File: config.mk
export PLATFORM = sky130hd
export DESIGN_NAME = microcode_sequencer_flat
export DESIGN_NICKNAME = d
export VERILOG_FILES = /design/src/rtl/microcode_sequencer_if.sv /design/src/rtl/microcode_sequencer.sv /design/src/flat_wrapper.sv
export SDC_FILE = /design/constraint.sdc
export NUM_CORES = 2
export LEC_CHECK = 0
export CAP_MARGIN = 15
export CORE_ASPECT_RATIO = 1.75
export CORE_UTILIZATION = 56
export DETAILED_ROUTE_END_ITERATION = 8
export PLACE_DENSITY = 0.75
export SLEW_MARGIN = 30
export SYNTH_ARGS = -nofsm -noshare
export SYNTH_HDL_FRONTEND = slang
export SYNTH_SLANG_ARGS = --single-unit
export TNS_END_PERCENT = 20
File: constraint.sdc
create_clock -name clk -period 2.7 [get_ports clk]
set_input_delay 0.405 -clock clk [delete_from_list [all_inputs] [get_ports clk]]
set_output_delay 0.405 -clock clk [all_outputs]
set_load 0.03 [all_outputs]
File: src/rtl/microcode_sequencer_if.sv
// Register-transfer bus between the microcode sequencer (master) and the fabric (slave).
// One (r_addr, w_addr) pair per accepted valid/ready handshake.
interface microcode_sequencer_if #(
  parameter int ADDR_W = 8
);
  logic              xfer_valid;
  logic              xfer_ready;
  logic [ADDR_W-1:0] r_addr;
  logic [ADDR_W-1:0] w_addr;

  modport master (output xfer_valid, output r_addr, output w_addr, input xfer_ready);
  modport slave  (input xfer_valid, input r_addr, input w_addr, output xfer_ready);
endinterface

File: src/rtl/microcode_sequencer.sv
// Microcode sequencer: loadable micro-store stepping MOVE/jump/loop/halt micro-ops
// and issuing register-transfer requests on the fabric bus.
module microcode_sequencer #(
  parameter int ADDR_W = 8,
  parameter int UPC_W  = 6,
  parameter int COND_N = 4,
  localparam int CSEL_W = (COND_N > 1) ? $clog2(COND_N) : 1,
  localparam int UW     = 3 + CSEL_W + UPC_W + 2 * ADDR_W
) (
  input  logic                  clk,
  input  logic                  rst,
  input  logic                  ucode_we,
  input  logic [UPC_W-1:0]      ucode_waddr,
  input  logic [UW-1:0]         ucode_wdata,
  input  logic                  start,
  input  logic [UPC_W-1:0]      start_upc,
  input  logic                  abort,
  input  logic [COND_N-1:0]     cond,
  microcode_sequencer_if.master xfer,
  output logic                  busy,
  output logic                  done,
  output logic                  err,
  output logic [UPC_W-1:0]      upc
);

  localparam int DEPTH  = 1 << UPC_W;
  localparam int CSEL_N = 1 << CSEL_W;

  typedef enum logic [1:0] {
    S_IDLE,
    S_FETCH,
    S_EXEC
  } state_e;

  typedef enum logic [2:0] {
    OP_MOVE = 3'd0,
    OP_JMP  = 3'd1,
    OP_JMPT = 3'd2,
    OP_JMPF = 3'd3,
    OP_LDC  = 3'd4,
    OP_DJNZ = 3'd5,
    OP_HALT = 3'd6,
    OP_ILL  = 3'd7
  } op_e;

  state_e              state_q, state_d;
  logic [UPC_W-1:0]    upc_q, upc_d;
  logic [ADDR_W-1:0]   cnt_q, cnt_d;
  logic                done_q, done_d;
  logic                err_q, err_d;

  logic [UW-1:0]       mem [DEPTH];
  logic [UW-1:0]       ir_q;

  op_e                 op;
  logic [CSEL_W-1:0]   csel;
  logic [UPC_W-1:0]    target;
  logic [ADDR_W-1:0]   rf;
  logic [ADDR_W-1:0]   wf;
  logic [CSEL_N-1:0]   cond_ext;
  logic                cond_bit;
  logic [UPC_W-1:0]    upc_inc;
  logic [ADDR_W-1:0]   cnt_dec;
  logic                mem_we;
  logic                move_active;

  assign op     = op_e'(ir_q[UW-1 -: 3]);
  assign csel   = ir_q[UW-4 -: CSEL_W];
  assign target = ir_q[2*ADDR_W +: UPC_W];
  assign rf     = ir_q[ADDR_W +: ADDR_W];
  assign wf     = ir_q[0 +: ADDR_W];

  // Selects beyond the implemented flags read as a constant 0.
  for (genvar gi = 0; gi < CSEL_N; gi++) begin : g_cond
    if (gi < COND_N) begin : g_live
      assign cond_ext[gi] = cond[gi];
    end else begin : g_zero
      assign cond_ext[gi] = 1'b0;
    end
  end
  assign cond_bit = cond_ext[csel];

  assign upc_inc = upc_q + UPC_W'(1);
  assign cnt_dec = cnt_q - ADDR_W'(1);
  assign mem_we  = ucode_we && (state_q == S_IDLE);

  // Store write and synchronous read into the instruction register share one port block.
  always_ff @(posedge clk) begin
    if (mem_we) begin
      mem[ucode_waddr] <= ucode_wdata;
    end
    if (state_q == S_FETCH) begin
      ir_q <= mem[upc_q];
    end
  end

  always_ff @(posedge clk or posedge rst) begin
    if (rst) begin
      state_q <= S_IDLE;
      upc_q   <= '0;
      cnt_q   <= '0;
      done_q  <= 1'b0;
      err_q   <= 1'b0;
    end else begin
      state_q <= state_d;
      upc_q   <= upc_d;
      cnt_q   <= cnt_d;
      done_q  <= done_d;
      err_q   <= err_d;
    end
  end

  always_comb begin
    state_d = state_q;
    upc_d   = upc_q;
    cnt_d   = cnt_q;
    err_d   = err_q;
    done_d  = 1'b0;
    if (abort) begin
      state_d = S_IDLE;
    end else begin
      case (state_q)
        S_IDLE: begin
          if (start) begin
            upc_d   = start_upc;
            err_d   = 1'b0;
            state_d = S_FETCH;
          end
        end
        S_FETCH: state_d = S_EXEC;
        S_EXEC: begin
          state_d = S_FETCH;
          case (op)
            OP_MOVE: begin
              if (xfer.xfer_ready) begin
                upc_d = upc_inc;
              end else begin
                state_d = S_EXEC;
              end
            end
            OP_JMP:  upc_d = target;
            OP_JMPT: upc_d = cond_bit ? target : upc_inc;
            OP_JMPF: upc_d = cond_bit ? upc_inc : target;
            OP_LDC: begin
              cnt_d = rf;
              upc_d = upc_inc;
            end
            OP_DJNZ: begin
              cnt_d = cnt_dec;
              upc_d = (cnt_dec != '0) ? target : upc_inc;
            end
            OP_HALT: begin
              state_d = S_IDLE;
              done_d  = 1'b1;
            end
            default: begin
              state_d = S_IDLE;
              done_d  = 1'b1;
              err_d   = 1'b1;
            end
          endcase
        end
        default: state_d = S_IDLE;
      endcase
    end
  end

  // Transfer outputs decode only registered state, so reset clears them immediately.
  assign move_active     = (state_q == S_EXEC) && (op == OP_MOVE);
  assign xfer.xfer_valid = move_active;
  assign xfer.r_addr     = move_active ? rf : '0;
  assign xfer.w_addr     = move_active ? wf : '0;

  assign busy = (state_q != S_IDLE);
  assign done = done_q;
  assign err  = err_q;
  assign upc  = upc_q;

endmodule
File: src/flat_wrapper.sv
// flat-port wrapper written by rule: the top's interface ports become plain ports
module microcode_sequencer_flat 
#(
  parameter int ADDR_W = 8,
  parameter int UPC_W  = 6,
  parameter int COND_N = 4,
  localparam int CSEL_W = (COND_N > 1) ? $clog2(COND_N) : 1,
  localparam int UW     = 3 + CSEL_W + UPC_W + 2 * ADDR_W
)
  (clk, rst, ucode_we, ucode_waddr, ucode_wdata, start, start_upc, abort, cond, busy, done, err, upc, xfer_xfer_valid, xfer_r_addr, xfer_w_addr, xfer_xfer_ready);
  microcode_sequencer_if #(.ADDR_W(ADDR_W)) xfer_i ();
  input  logic clk;
  input  logic rst;
  input  logic ucode_we;
  input  logic [UPC_W-1:0] ucode_waddr;
  input  logic [UW-1:0] ucode_wdata;
  input  logic start;
  input  logic [UPC_W-1:0] start_upc;
  input  logic abort;
  input  logic [COND_N-1:0] cond;
  output logic busy;
  output logic done;
  output logic err;
  output logic [UPC_W-1:0] upc;
  output wire logic [$bits(xfer_i.xfer_valid)-1:0] xfer_xfer_valid;
  output wire logic [$bits(xfer_i.r_addr)-1:0] xfer_r_addr;
  output wire logic [$bits(xfer_i.w_addr)-1:0] xfer_w_addr;
  input wire logic [$bits(xfer_i.xfer_ready)-1:0] xfer_xfer_ready;
  assign xfer_xfer_valid = xfer_i.xfer_valid;
  assign xfer_r_addr = xfer_i.r_addr;
  assign xfer_w_addr = xfer_i.w_addr;
  assign xfer_i.xfer_ready = xfer_xfer_ready;
  microcode_sequencer #(.ADDR_W(ADDR_W), .UPC_W(UPC_W), .COND_N(COND_N)) u_core (.clk(clk), .rst(rst), .ucode_we(ucode_we), .ucode_waddr(ucode_waddr), .ucode_wdata(ucode_wdata), .start(start), .start_upc(start_upc), .abort(abort), .cond(cond), .xfer(xfer_i), .busy(busy), .done(done), .err(err), .upc(upc));
endmodule
==> run metrics <==
Cell Pwr Density 814 mW/mm^2; Reg2Reg Launch Point u_core.upc[0]$_DFFE_PP0P_; total power 64.7 mW; core box area 0.120 mm^2; antenna-violating nets left 0; Compound-Gate Fraction of Synth Area 1.24%; CP Launch Type flop; CTS HTree Levels 4; Reg2Reg Depth 8; Reg area 0.0532 mm^2; Slowest-stage cell, CP mux4_2; number of distinct library cells after synthesis 50; main combinational cell family by area after synthesis multiplexers; area leader, netlist edfxtp_1; Area Growth Syn to Fin 17.1%; final worst slack -382 ps; FFs w/ async S/R, synth 1.02%; CP Cell Sequence buf_12, buf_12, buf_12, buf_8, mux4_2, mux4_2, a22oi_2, nand2_1; Slew Limit Fails 0; RR Endpoint u_core.ir_q[12]$_DFFE_PN_; initial core utilization 56.6%; DR iter-0 viols 5082; cts bufs inserted 145; Mapped Nets 2855; Worst Path Required 3210 ps; boundary pin count 75; top_reg_cell synth edfxtp_1; placed cell count 4628; Critical Path End Type flop; Skew-Pair Late Insertion Delay 790 ps; Post-synth EDFFs 1755; max incr delay on CP 570 ps; top-count cell post-synth edfxtp_1; Post-Layout Cell Count 4937; Final Critical Period 3080 ps; final setup vio count 27; Synth Cell Area 0.0679 mm^2; Max Freq 324 MHz; fraction of synthesized area in multiplexers 17.8%; CTS sink count 1773; leakage power total 25.2 nW; relative slew slack 40.3%; CTS tree yes; initial antenna violation count 17; Synth area leaders edfxtp_1 78%, mux4_2 18%, dfrtp_1 0.66%; Simple-Gate Fraction of Synth Area 1.39%; Slew @ Worst Pin 896 ps; total track usage 31.3%; Seq cells post-synth 1773; cells after synthesis 2803; CP max FO 6; clock skew 32.4 ps; Max-cap violations 0; IR Drop Worst-Case VDD 0.501 mV; Mean Syn Cell Area 24.2 um^2; Synthesis Warnings 0; DP HPWL 103000 um; Clock transition at path regs 70 ps; largest net degree at the start of global routing 65; Synth Area in Adders 0.0553%; CTS Buffer Depth 3; final WL 194000 um; area share of the largest cell type after synthesis 77.6%; worst hold-check path type primary input to async pin; Vias per Instance 6.95; die span in x 265 um; period utilization 114%; Die ar. 0.123 mm^2; most frequent CP cell buf_12; kind of critical path flop to flop; Filler Cells Inserted 6964; R2R Setup Slk -380 ps; DRC 0; routed length per placed instance 39.2 um; number of global-route vias before repair 34774; final count of hold timing violations 0; most frequent cells after synthesis 1755 x edfxtp_1, 533 x mux4_2, 86 x nor2_1; Vias 34322; Post-Synth XOR/XNOR Area 0.0516%; global placement routability congestion 0.829; Arrival @ worst endpoint 3590 ps; sequential cell area fraction in the yosys report 78.3%; Clock Tree Root clkbuf_16; multi-input logic area 0.0146 mm^2; FP Rows 168; share of layout cells above drive strength 1 36.6%; setup repair after global routing missed its margin yes; first-pass GRT wire length 262000 um; router iterations before antenna repair 5; # nets final 3255; Die Y 463 um; global route overflow 0; port bufs 74; failing checks negative setup slack; outcome complete, but fails checks
==> logic make-up after synthesis <==
group / Yosys count
and+or+nand+nor: 199
DFF: 1773
AOI/OAI and AO/OA: 119
buffers and inverters: 161
muxes: 544
adders and majority gates: 3
xor gates and xnor gates: 4
==> cell type report <==
class | count | share of cell area [%]
well taps | 1615 | 2.54
clock buffers | 185 | 4.94
inverters | 13 | 0.0709
diodes | 5 | 0.0157
clock inverters | 76 | 0.868
flip-flops and latches | 1773 | 66.9
repair buffers | 401 | 6.28
multi-input cells | 869 | 18.4
==> sequential cells by signal, indices dropped and copies added, names as in the netlist <==
name,cells
u_core.state_q,2
u_core.err,1
u_core.mem,1728
u_core.ir_q,27
u_core.done,1
u_core.upc,6
u_core.cnt_q,8
==> power by group <==
group | internal, mW | switching [mW]
Combinational | 6.10 | 6.57
Clock | 11.5 | 9.70
Sequential | 30.6 | 0.256
==> timing repair <==
action,4_1_cts,5_1_grt
hold buffers,0,0
pin swaps,10,9
gates resized for setup,92,48
buffers inserted,26,9
setup endpoints to repair,49,42
gates cloned,5,5
==> cells in the final DEF, fill, tap and decap left out, types with 10 or more instances in the layout <==
cell type	synthesis	routed
clkbuf_16	0	157
bufinv_16	0	12
a21oi_1	13	13
clkdlybuf4s50_1	0	25
clkbuf_1	64	33
buf_12	0	122
a22oi_2	0	21
nor2_1	86	21
buf_2	44	29
nor2_4	0	64
mux4_2	533	533
nand2_1	34	32
dfrtp_1	18	13
mux2i_1	10	10
clkinv_2	0	22
and2_1	17	16
a22oi_1	40	19
nor2b_1	17	14
edfxtp_1	1755	1755
buf_16	0	11
buf_6	12	18
buf_4	3	177
clkinv_1	0	30
o21ai_0	27	25
==> metrics by stage <==
step | hold WS (ps) | setup slack [ps] | area (um^2) | utilization, % | setup TNS, ps
6_report | 68.1 | -382 | 79500 | 66.2 | -5510
5_1_grt | 84.5 | -342 | 79500 | 66.2 | -6370
4_1_cts | 61.6 | -309 | 79200 | 66.0 | -5390
3_5_place_dp | 534 | -917 | 73800 | 61.5 | -10470
3_3_place_gp | 492 | -978 | 73800 | 61.5 | -11560
2_1_floorplan | 344 | -109 | 68000 | - | -43330
==> worst max path at each step <==
| stage | startpoint | end | depth (start not counted) |
|---|---|---|---|
| final | u_core.upc[0]$_DFFE_PP0P_ | u_core.ir_q[12]$_DFFE_PN_ | 8 |
| after global routing | u_core.upc[0]$_DFFE_PP0P_ | u_core.ir_q[12]$_DFFE_PN_ | 8 |
| after CTS | u_core.upc[0]$_DFFE_PP0P_ | u_core.ir_q[25]$_DFFE_PN_ | 7 |
| after detailed placement | u_core.upc[1]$_DFFE_PP0P_ | u_core.ir_q[25]$_DFFE_PN_ | 6 |
| after global placement | u_core.upc[1]$_DFFE_PP0P_ | u_core.ir_q[19]$_DFFE_PN_ | 6 |
| after floorplan | ucode_waddr[5] | u_core.mem[37][0]$_DFFE_PP_ | 4 |
==> worst max-delay path: cells and delay by family, from the launching register on <==
family	cells	cell delay (ps)
AO/OA/AOI/OAI	1	430
buffers and inverters	4	550
AND/OR/NAND/NOR	1	180
flip-flops	1	520
multiplexers	2	1100
==> per-layer routing <==
metal	global-route usage, %	vias to the layer above	routed length, um
li1	-	12904	-
met1	37.6	17872	60500
met2	52.3	2930	98600
met3	6.33	598	20200
met4	19.3	18	14300
met5	0	-	111
(Power assumes the default switching activity.)
